$ cat src/rtl/if_fetch_stage.sv
// -----------------------------------------------------------------------------
// if_fetch_stage
//
// Instruction-fetch stage sitting in front of the IF/ID pipeline register.
// Owns the fetch PC and issues one request at a time to instruction memory over
// a req/ack handshake. Returned words go into a small FIFO so that variable
// memory latency is hidden from the pipeline. Branch/jump redirects from EX
// flush the FIFO and restart fetching at the new target.
//
// Handshake (imem): imem_req rises with imem_addr and both stay stable until
// the cycle in which imem_ack=1. imem_ack closes the request in that same
// cycle, and imem_rdata is valid only in that cycle. Only one request is ever
// outstanding.
//
// Ports
//   clk, rst_n          clock (posedge) and asynchronous active-low reset
//   imem_req/imem_addr  fetch request and its word-aligned address
//   imem_ack/imem_rdata memory completion and returned instruction
//   IF_ID_Stall         IF/ID holds; the head entry is not consumed
//   Redirect/Redirect_PC taken branch/jump in EX; flush and refetch at target
//   IF_valid            FIFO non-empty; instOut/PC are meaningful
//   instOut/PC          head entry (NOP_INST / 0 when empty)
//   dbg_state           current fetch FSM state, for observation only
// -----------------------------------------------------------------------------
module if_fetch_stage #(
  parameter int          DEPTH    = 2,
  parameter logic [31:0] RESET_PC = 32'h0000_0000,
  parameter logic [31:0] NOP_INST = 32'h0000_0013
) (
  input  logic        clk,
  input  logic        rst_n,
  output logic        imem_req,
  output logic [31:0] imem_addr,
  input  logic        imem_ack,
  input  logic [31:0] imem_rdata,
  input  logic        IF_ID_Stall,
  input  logic        Redirect,
  input  logic [31:0] Redirect_PC,
  output logic        IF_valid,
  output logic [31:0] instOut,
  output logic [31:0] PC,
  output logic [1:0]  dbg_state
);

  localparam int PW = (DEPTH > 1) ? $clog2(DEPTH) : 1;
  localparam int CW = $clog2(DEPTH + 1);
  localparam logic [CW-1:0] DEPTH_C  = CW'(DEPTH);
  localparam logic [PW-1:0] LAST_PTR = PW'(DEPTH - 1);

  // S_REQ : request outstanding at fetch_pc
  // S_HOLD: FIFO full, no request
  // S_DROP: request outstanding whose data will be thrown away (redirected)
  localparam logic [1:0] S_REQ  = 2'd0;
  localparam logic [1:0] S_HOLD = 2'd1;
  localparam logic [1:0] S_DROP = 2'd2;

  logic [1:0]    state_q, state_d;
  logic [31:0]   fetch_pc_q, fetch_pc_d;
  logic [31:0]   drop_pc_q, drop_pc_d;
  logic [PW-1:0] rd_ptr_q, rd_ptr_d;
  logic [PW-1:0] wr_ptr_q, wr_ptr_d;
  logic [CW-1:0] count_q, count_d;
  logic [31:0]   buf_pc_q   [DEPTH];
  logic [31:0]   buf_pc_d   [DEPTH];
  logic [31:0]   buf_inst_q [DEPTH];
  logic [31:0]   buf_inst_d [DEPTH];

  logic        push;
  logic        pop;
  logic [31:0] redirect_tgt;
  logic        unused_rpc_lsb;

  function automatic logic [PW-1:0] ptr_inc(input logic [PW-1:0] p);
    return (p == LAST_PTR) ? '0 : p + 1'b1;
  endfunction

  // Targets are word aligned; the low two bits of Redirect_PC are ignored.
  assign redirect_tgt   = {Redirect_PC[31:2], 2'b00};
  assign unused_rpc_lsb = ^Redirect_PC[1:0];

  // Redirect suppresses both consumption and capture: the head belongs to a
  // wrong path, and so does any word arriving in the same cycle.
  assign pop  = (count_q != '0) && !IF_ID_Stall && !Redirect;
  assign push = (state_q == S_REQ) && imem_ack && !Redirect;

  always_comb begin
    state_d    = state_q;
    fetch_pc_d = fetch_pc_q;
    drop_pc_d  = drop_pc_q;
    rd_ptr_d   = rd_ptr_q;
    wr_ptr_d   = wr_ptr_q;
    count_d    = count_q;
    buf_pc_d   = buf_pc_q;
    buf_inst_d = buf_inst_q;

    if (push) begin
      buf_pc_d[wr_ptr_q]   = fetch_pc_q;
      buf_inst_d[wr_ptr_q] = imem_rdata;
    end

    if (Redirect) begin
      rd_ptr_d = '0;
      wr_ptr_d = '0;
      count_d  = '0;
    end else begin
      if (push) wr_ptr_d = ptr_inc(wr_ptr_q);
      if (pop)  rd_ptr_d = ptr_inc(rd_ptr_q);
      case ({push, pop})
        2'b10:   count_d = count_q + 1'b1;
        2'b01:   count_d = count_q - 1'b1;
        default: count_d = count_q;
      endcase
    end

    case (state_q)
      S_REQ: begin
        if (imem_ack) begin
          if (Redirect) begin
            fetch_pc_d = redirect_tgt;
            state_d    = S_REQ;
          end else begin
            fetch_pc_d = fetch_pc_q + 32'd4;
            // Only issue the next request if a slot is guaranteed for its data.
            state_d    = (count_d < DEPTH_C) ? S_REQ : S_HOLD;
          end
        end else if (Redirect) begin
          // The in-flight request cannot be withdrawn; keep the address
          // stable, remember the target and discard the data when it comes.
          drop_pc_d = redirect_tgt;
          state_d   = S_DROP;
        end
      end
      S_HOLD: begin
        if (Redirect) begin
          fetch_pc_d = redirect_tgt;
          state_d    = S_REQ;
        end else if (count_q < DEPTH_C) begin
          state_d = S_REQ;
        end
      end
      S_DROP: begin
        if (Redirect) drop_pc_d = redirect_tgt;
        if (imem_ack) begin
          // A redirect arriving together with the ack still wins.
          fetch_pc_d = Redirect ? redirect_tgt : drop_pc_q;
          state_d    = S_REQ;
        end
      end
      default: state_d = S_REQ;
    endcase
  end

  always_ff @(posedge clk or negedge rst_n) begin
    if (!rst_n) begin
      state_q    <= S_REQ;
      fetch_pc_q <= RESET_PC;
      drop_pc_q  <= RESET_PC;
      rd_ptr_q   <= '0;
      wr_ptr_q   <= '0;
      count_q    <= '0;
      for (int i = 0; i < DEPTH; i++) begin
        buf_pc_q[i]   <= '0;
        buf_inst_q[i] <= '0;
      end
    end else begin
      state_q    <= state_d;
      fetch_pc_q <= fetch_pc_d;
      drop_pc_q  <= drop_pc_d;
      rd_ptr_q   <= rd_ptr_d;
      wr_ptr_q   <= wr_ptr_d;
      count_q    <= count_d;
      buf_pc_q   <= buf_pc_d;
      buf_inst_q <= buf_inst_d;
    end
  end

  assign imem_req  = (state_q == S_REQ) || (state_q == S_DROP);
  assign imem_addr = fetch_pc_q;
  assign IF_valid  = (count_q != '0);
  assign instOut   = IF_valid ? buf_inst_q[rd_ptr_q] : NOP_INST;
  assign PC        = IF_valid ? buf_pc_q[rd_ptr_q] : 32'h0000_0000;
  assign dbg_state = state_q;

endmodule

$ cat config.mk
export PLATFORM = sky130hd
export DESIGN_NAME = if_fetch_stage
export DESIGN_NICKNAME = d
export VERILOG_FILES = /design/src/rtl/if_fetch_stage.sv
export SDC_FILE = /design/constraint.sdc
export NUM_CORES = 1
export LEC_CHECK = 0
export CAP_MARGIN = 20
export CELL_PAD_IN_SITES_DETAIL_PLACEMENT = 0
export CELL_PAD_IN_SITES_GLOBAL_PLACEMENT = 1
export CORE_ASPECT_RATIO = 1.75
export CORE_MARGIN = 2
export CORE_UTILIZATION = 42
export CTS_CLUSTER_DIAMETER = 30
export CTS_CLUSTER_SIZE = 20
export DETAILED_ROUTE_END_ITERATION = 16
export GPL_TIMING_DRIVEN = 0
export HOLD_SLACK_MARGIN = 0.08
export PLACE_DENSITY = 0.77
export SKIP_CTS_REPAIR_TIMING = 1
export SYNTH_ARGS = -nofsm -noshare
export SYNTH_HDL_FRONTEND = slang
export SYNTH_SLANG_ARGS = --single-unit
$ cat constraint.sdc
create_clock -name clk -period 2.7 [get_ports clk]
set_clock_uncertainty 0.1 [all_clocks]
set_input_delay 0.675 -clock clk [delete_from_list [all_inputs] [get_ports clk]]
set_output_delay 0.675 -clock clk [all_outputs]
set_load 0.02 [all_outputs]
Word level (Yosys, flattened, before mapping) --
Cells that the tools add are included.
Word-level totals: register bits after elaboration 198, bits of input ports 69, output and inout port bits 100, logic and storage cells 85
Cells by class: add/sub/neg operators 5, $lt $le $gt $ge 5, equality and inequality tests 10, mux-type cells 36, bitwise logic cells 2, reductions and logical operators 17
Operator list (number):
- 32-bit two-way mux | 15
- 64-bit bitwise mux | 2
- 32-bit one-hot mux with 3 select lines | 1
- 32-bit one-hot mux with 2 select lines | 1
- 32-bit by 3-bit adder with 32-bit output (second input constant) | 1
- 32-bit demux with 1-bit select | 1
- 2-bit two-way mux | 6
- 1-bit two-way mux | 8
- 2-bit inequality test (second input constant) | 4
- 2-bit nonzero test | 4
- 3-bit inequality test (second input constant) | 2
- 2-bit one-hot mux with 3 select lines | 1
- 1-bit logical AND | 5
- 2-bit by 1-bit equality test with 1-bit output (second input constant) | 2
- 2-bit equality test (second input constant) | 2
- 2-bit >= comparator (second input constant) | 2
- 2-bit less-than comparator (second input constant) | 2
- 1-bit inverter with 2-bit output | 2
- 2-bit one-hot mux with 2 select lines | 1
- 4-bit AND reduction | 1
- 3-bit AND reduction | 1
- 3-bit nonzero test | 1
- 1-bit adder (second input constant) | 2
- 2-bit by 1-bit adder with 2-bit output (second input constant) | 1
- other kinds (6) | 7

Logic depth before layout (Yosys ltp) --
depth in word-level cells 11, depth in mapped cells 10, depth with buffers taken out 10

Worst setup path before layout --
OpenSTA, ideal clock, no wires.
path type input port to flip-flop, start point input port Redirect, end point register state_q[0], in the netlist dbg_state[0], library setup time 0.067 ns, arrival time 2.678 ns, required time 2.533 ns, setup slack -0.146 ns, cell stages on the path 8, buffers on the path 3, cells stage by stage buf_1 clkbuf_1 clkbuf_1 nor3_1 ha_1 or3_1 a21oi_1 a32o_1
On the way: word-level cells in the longest chain between the ends 10, elaborated cells on any way between the ends 16, classes of those cells 1 x order compare; 4 x eq/ne; 7 x mux; 4 x reduce/logical
Ends and longest elaborated chain:
- from (decl) | line 37 | input logic Redirect,
- 1-bit logical NOT | line 83, 84
- 1-bit logical AND, on equally long branches | line 83, 84
- 2-bit by 1-bit equality test with 1-bit output / 2-bit equality test (equally long branches) | line 108 | case ({push, pop})
- 2-bit one-hot mux with 2 select lines | line 108
- 2-bit two-way mux (*) | line 101 | if (Redirect) begin
- net count_d[1] | line 62 | logic [CW-1:0] count_q, count_d;
- 2-bit less-than comparator (*) | line 124 | state_d = (count_d < DEPTH_C) ? S_REQ : S_HOLD;
- 1-bit two-way mux (*) | line 124
- 1-bit two-way mux (*) | line 118 | if (Redirect) begin
- 2-bit two-way mux (*) | line 117 | if (imem_ack) begin
- 2-bit one-hot mux with 3 select lines (*) | line 115 | case (state_q)
- to (signal assigned) | line 166 | state_q <= state_d;
- to (decl) | line 57 | logic [1:0] state_q, state_d;
Mark *: on every way through the listed nets, which the timed path passes. The rest lies on a longest branch. A chain may end at the register's enable or synchronous reset.

Worst setup path in the final report --
start point register fetch_pc_q[12], in the netlist imem_addr[12], end point register fetch_pc_q[27], in the netlist imem_addr[27]
On the way: word-level cells in the longest chain between the ends 4
Ends and longest elaborated chain:
- from (decl) | line 58 | logic [31:0] fetch_pc_q, fetch_pc_d;
- from (signal assigned) | line 167 | fetch_pc_q <= fetch_pc_d;
- 32-bit by 3-bit adder with 32-bit output | line 122 | fetch_pc_d = fetch_pc_q + 32'd4;
- 32-bit two-way mux | line 118
- 32-bit two-way mux | line 117
- 32-bit one-hot mux with 3 select lines | line 115
Every way passes these cells. The select of a mux whose other input is x is not followed.

==> flow_metrics.py <==
metrics = {
    "layout": {
        "area_delta_synth_final_pct": 31.5,
        "antenna-diode-count": 0,
        "final_cell_mix": "dfrtp_1, mux2_2, clkdlybuf4s50_1",
        "final_util_pct": 56.0,
        "layoutNonFillerInstCount": 1395,
        "final_layout_size_suffix_gt1_share_pct": 24.1,
        "finalNetCount": 1153,
        "final_common_cell": "dfrtp_1",
        "fin_area_sq_mm": 0.0130,
    },
    "drt": {
        "drcViolationCount": 0,
        "drt-vias-per-instance": 5.62,
        "drt-total-wl_um": 29700,
        "drt_iter0_drc": 460,
        "wl_per_cell_um": 21.3,
        "ant_nets": 0,
        "firstDrtPassIters": 6,
        "via_count": 7841,
    },
    "placed_design": {
        "dpl_cell_area_sq_mm": 0.0120,
        "hpwlAfterDp_um": 21900,
        "placed_cells": 1355,
        "gp_congestion": 0.939,
        "io_buffers": 166,
    },
    "setup_path": {
        "reg2reg_slack_ns": 0.04,
        "end_kind": "flip-flop",
        "cp_max_fo": 8,
        "worst_r2r_path_depth": 5,
        "crit_type": "reg2reg",
        "r2r-end": "imem_addr[27]",
        "critical_path.startpoint_type": "flip-flop",
        "cp_data_required_time_ns": 2.99,
        "crit_path_start": "imem_addr[12]",
        "timing.rr.start": "imem_addr[12]",
        "cp.arrival_ns": 2.95,
    },
    "synth": {
        "async_reset_ff_share_pct": 100,
        "ys_seq_elements": 198,
        "ys_seq_area_share_pct": 50.1,
        "synthFlopType": "dfrtp_1",
        "synth-edff-count": 0,
        "netlist_instances": 884,
        "syn_nets": 959,
        "yosysWarnings": 0,
        "ys_types": 56,
        "syn_area_sq_mm": 0.00989,
        "avgSynthCellArea_sq_um": 11.2,
    },
    "global_routing": {
        "grt_antenna_before_repair": 0,
        "grt_max_degree": 119,
        "gr-usage-all-layers_pct": 24.1,
        "grt_pass1_vias": 8019,
        "grt.overflow.total": 0,
        "grt_pass1_wl_um": 46000,
    },
    "floorplanning": {
        "rows": 74,
        "ios": 169,
        "dieArea_sq_mm": 0.0248,
        "fp.dieH_um": 207,
        "core_sq_mm": 0.0232,
        "start_util_pct": 42.6,
        "fp.dieW_um": 120,
    },
    "power": {
        "p_per_area_mw_per_mm2": 890,
        "p_total_mw": 11.6,
        "p_leak_nw": 6.34,
        "ir_drop_uv": 409,
    },
    "clock_network": {
        "insertion_delay_ns": 0.46,
        "path_clk_slew_ns": 0.08,
        "cts-root-buf": "clkbuf_16",
        "htreeDepth": 4,
        "cts_buffers": 17,
        "cts_tree": "built",
        "cts_sinks": 198,
        "cts_buffer_depth": 2,
    },
    "sta": {
        "slew_headroom_pct": 39.0,
        "fmax_mhz": 376,
        "setup_viol": 0,
        "worst_pin_slew_ns": 0.915,
        "period_needed_ns": 2.66,
        "fin_setup_tns_ns": 0,
        "finalCritPeriodShare_pct": 98.6,
        "hold_viol_final": 0,
        "maxSlewViolCount": 0,
    },
    "status": {
        "outcome": "complete, no violations",
    },
    "hold_path": {
        "hold_path_class": "in2async",
    },
    "run": {
        "cap_violations": 0,
    },
}
[worst max-delay path by stage]
stage / endpoint / slack (ns) / cells after the start
3_3_place_gp: buf_inst_q[4] / -7.49 / 1
4_1_cts: PC[26] / -1.15 / 5
3_5_place_dp: dbg_state[0] / -1.43 / 10
6_report: imem_addr[27] / 0.04 / 5
5_1_grt: buf_pc_q[32] / -0.008 / 8
2_1_floorplan: dbg_state[0] / 0.03 / 8
[final cells by class]
type	instances	area, sq um
plain buffers	60	354
clock buffers	21	460
clock inverters	11	148
fillers	2060	10200
inverters	20	78.8
multi-input cells	602	4670
flip-flops and latches	198	4960
well taps	304	380
repair buffers	179	1960
[critical path, stage by stage, from the launching register on]
cell and delay (ns):
dfrtp_1 0.52, nand3_1 0.41, or4_1 0.71, or4_1 0.45, o211ai_1 0.22, a32o_1 0.18
[registers in the layout, indices dropped and copies added (netlist names)]
name,cells
buf_pc_q,64
count_q,2
dbg_state,2
drop_pc_q,32
imem_addr,32
rd_ptr_q,1
wr_ptr_q,1
buf_inst_q,64
[cell usage after synthesis, types with 6 or more instances]
library cell	count	area, sq um
nor3_1	12	60.1
nor2_1	92	345
o211ai_1	6	45.0
nand3_1	13	65.1
dfrtp_1	198	4950
mux2_2	153	1720
ha_1	6	75.1
o31a_1	6	52.6
mux2i_1	65	651
nand4_1	14	87.6
a22o_1	12	105
a22oi_1	7	52.6
a21oi_1	32	160
inv_1	18	67.6
o21ai_0	25	125
and2_1	6	37.5
buf_1	7	26.3
o31ai_1	11	82.6
and3_1	6	37.5
a221oi_1	22	193
clkbuf_1	55	206
nand2_1	47	176
[power by group]
group	leakage (nW)	switching, mW	internal, mW
logic	3.62	1.79	1.93
clock network	0.297	1.16	1.51
registers	2.42	1.02	4.18
total	6.34	3.96	7.62
[logic make-up after synthesis]
group	Yosys count	synth area share (%)
xor+xnor	8	0.708
simple gates	210	9.69
buf+inv	84	3.21
compound gates	160	11.5
fa+ha+maj	6	0.759
mux	218	24.0
flops	198	50.1
[per-layer routing]
layer	up-vias	track usage, %	routed length, um
met5	-	0	0
met4	0	11.7	1270
met3	70	4.27	1300
met1	3886	27.9	11500
li1	3612	-	-
met2	273	42.6	15700
[stage by stage]
step	setup WS, ns	hold WS (ns)
after CTS	-1.15	0.250
final	0.0387	0.218
after global placement	-7.49	0.364
after detailed placement	-1.43	0.372
after global routing	-0.00751	0.298
after floorplan	0.0349	0.279
Power figures use the tool's default switching activity.
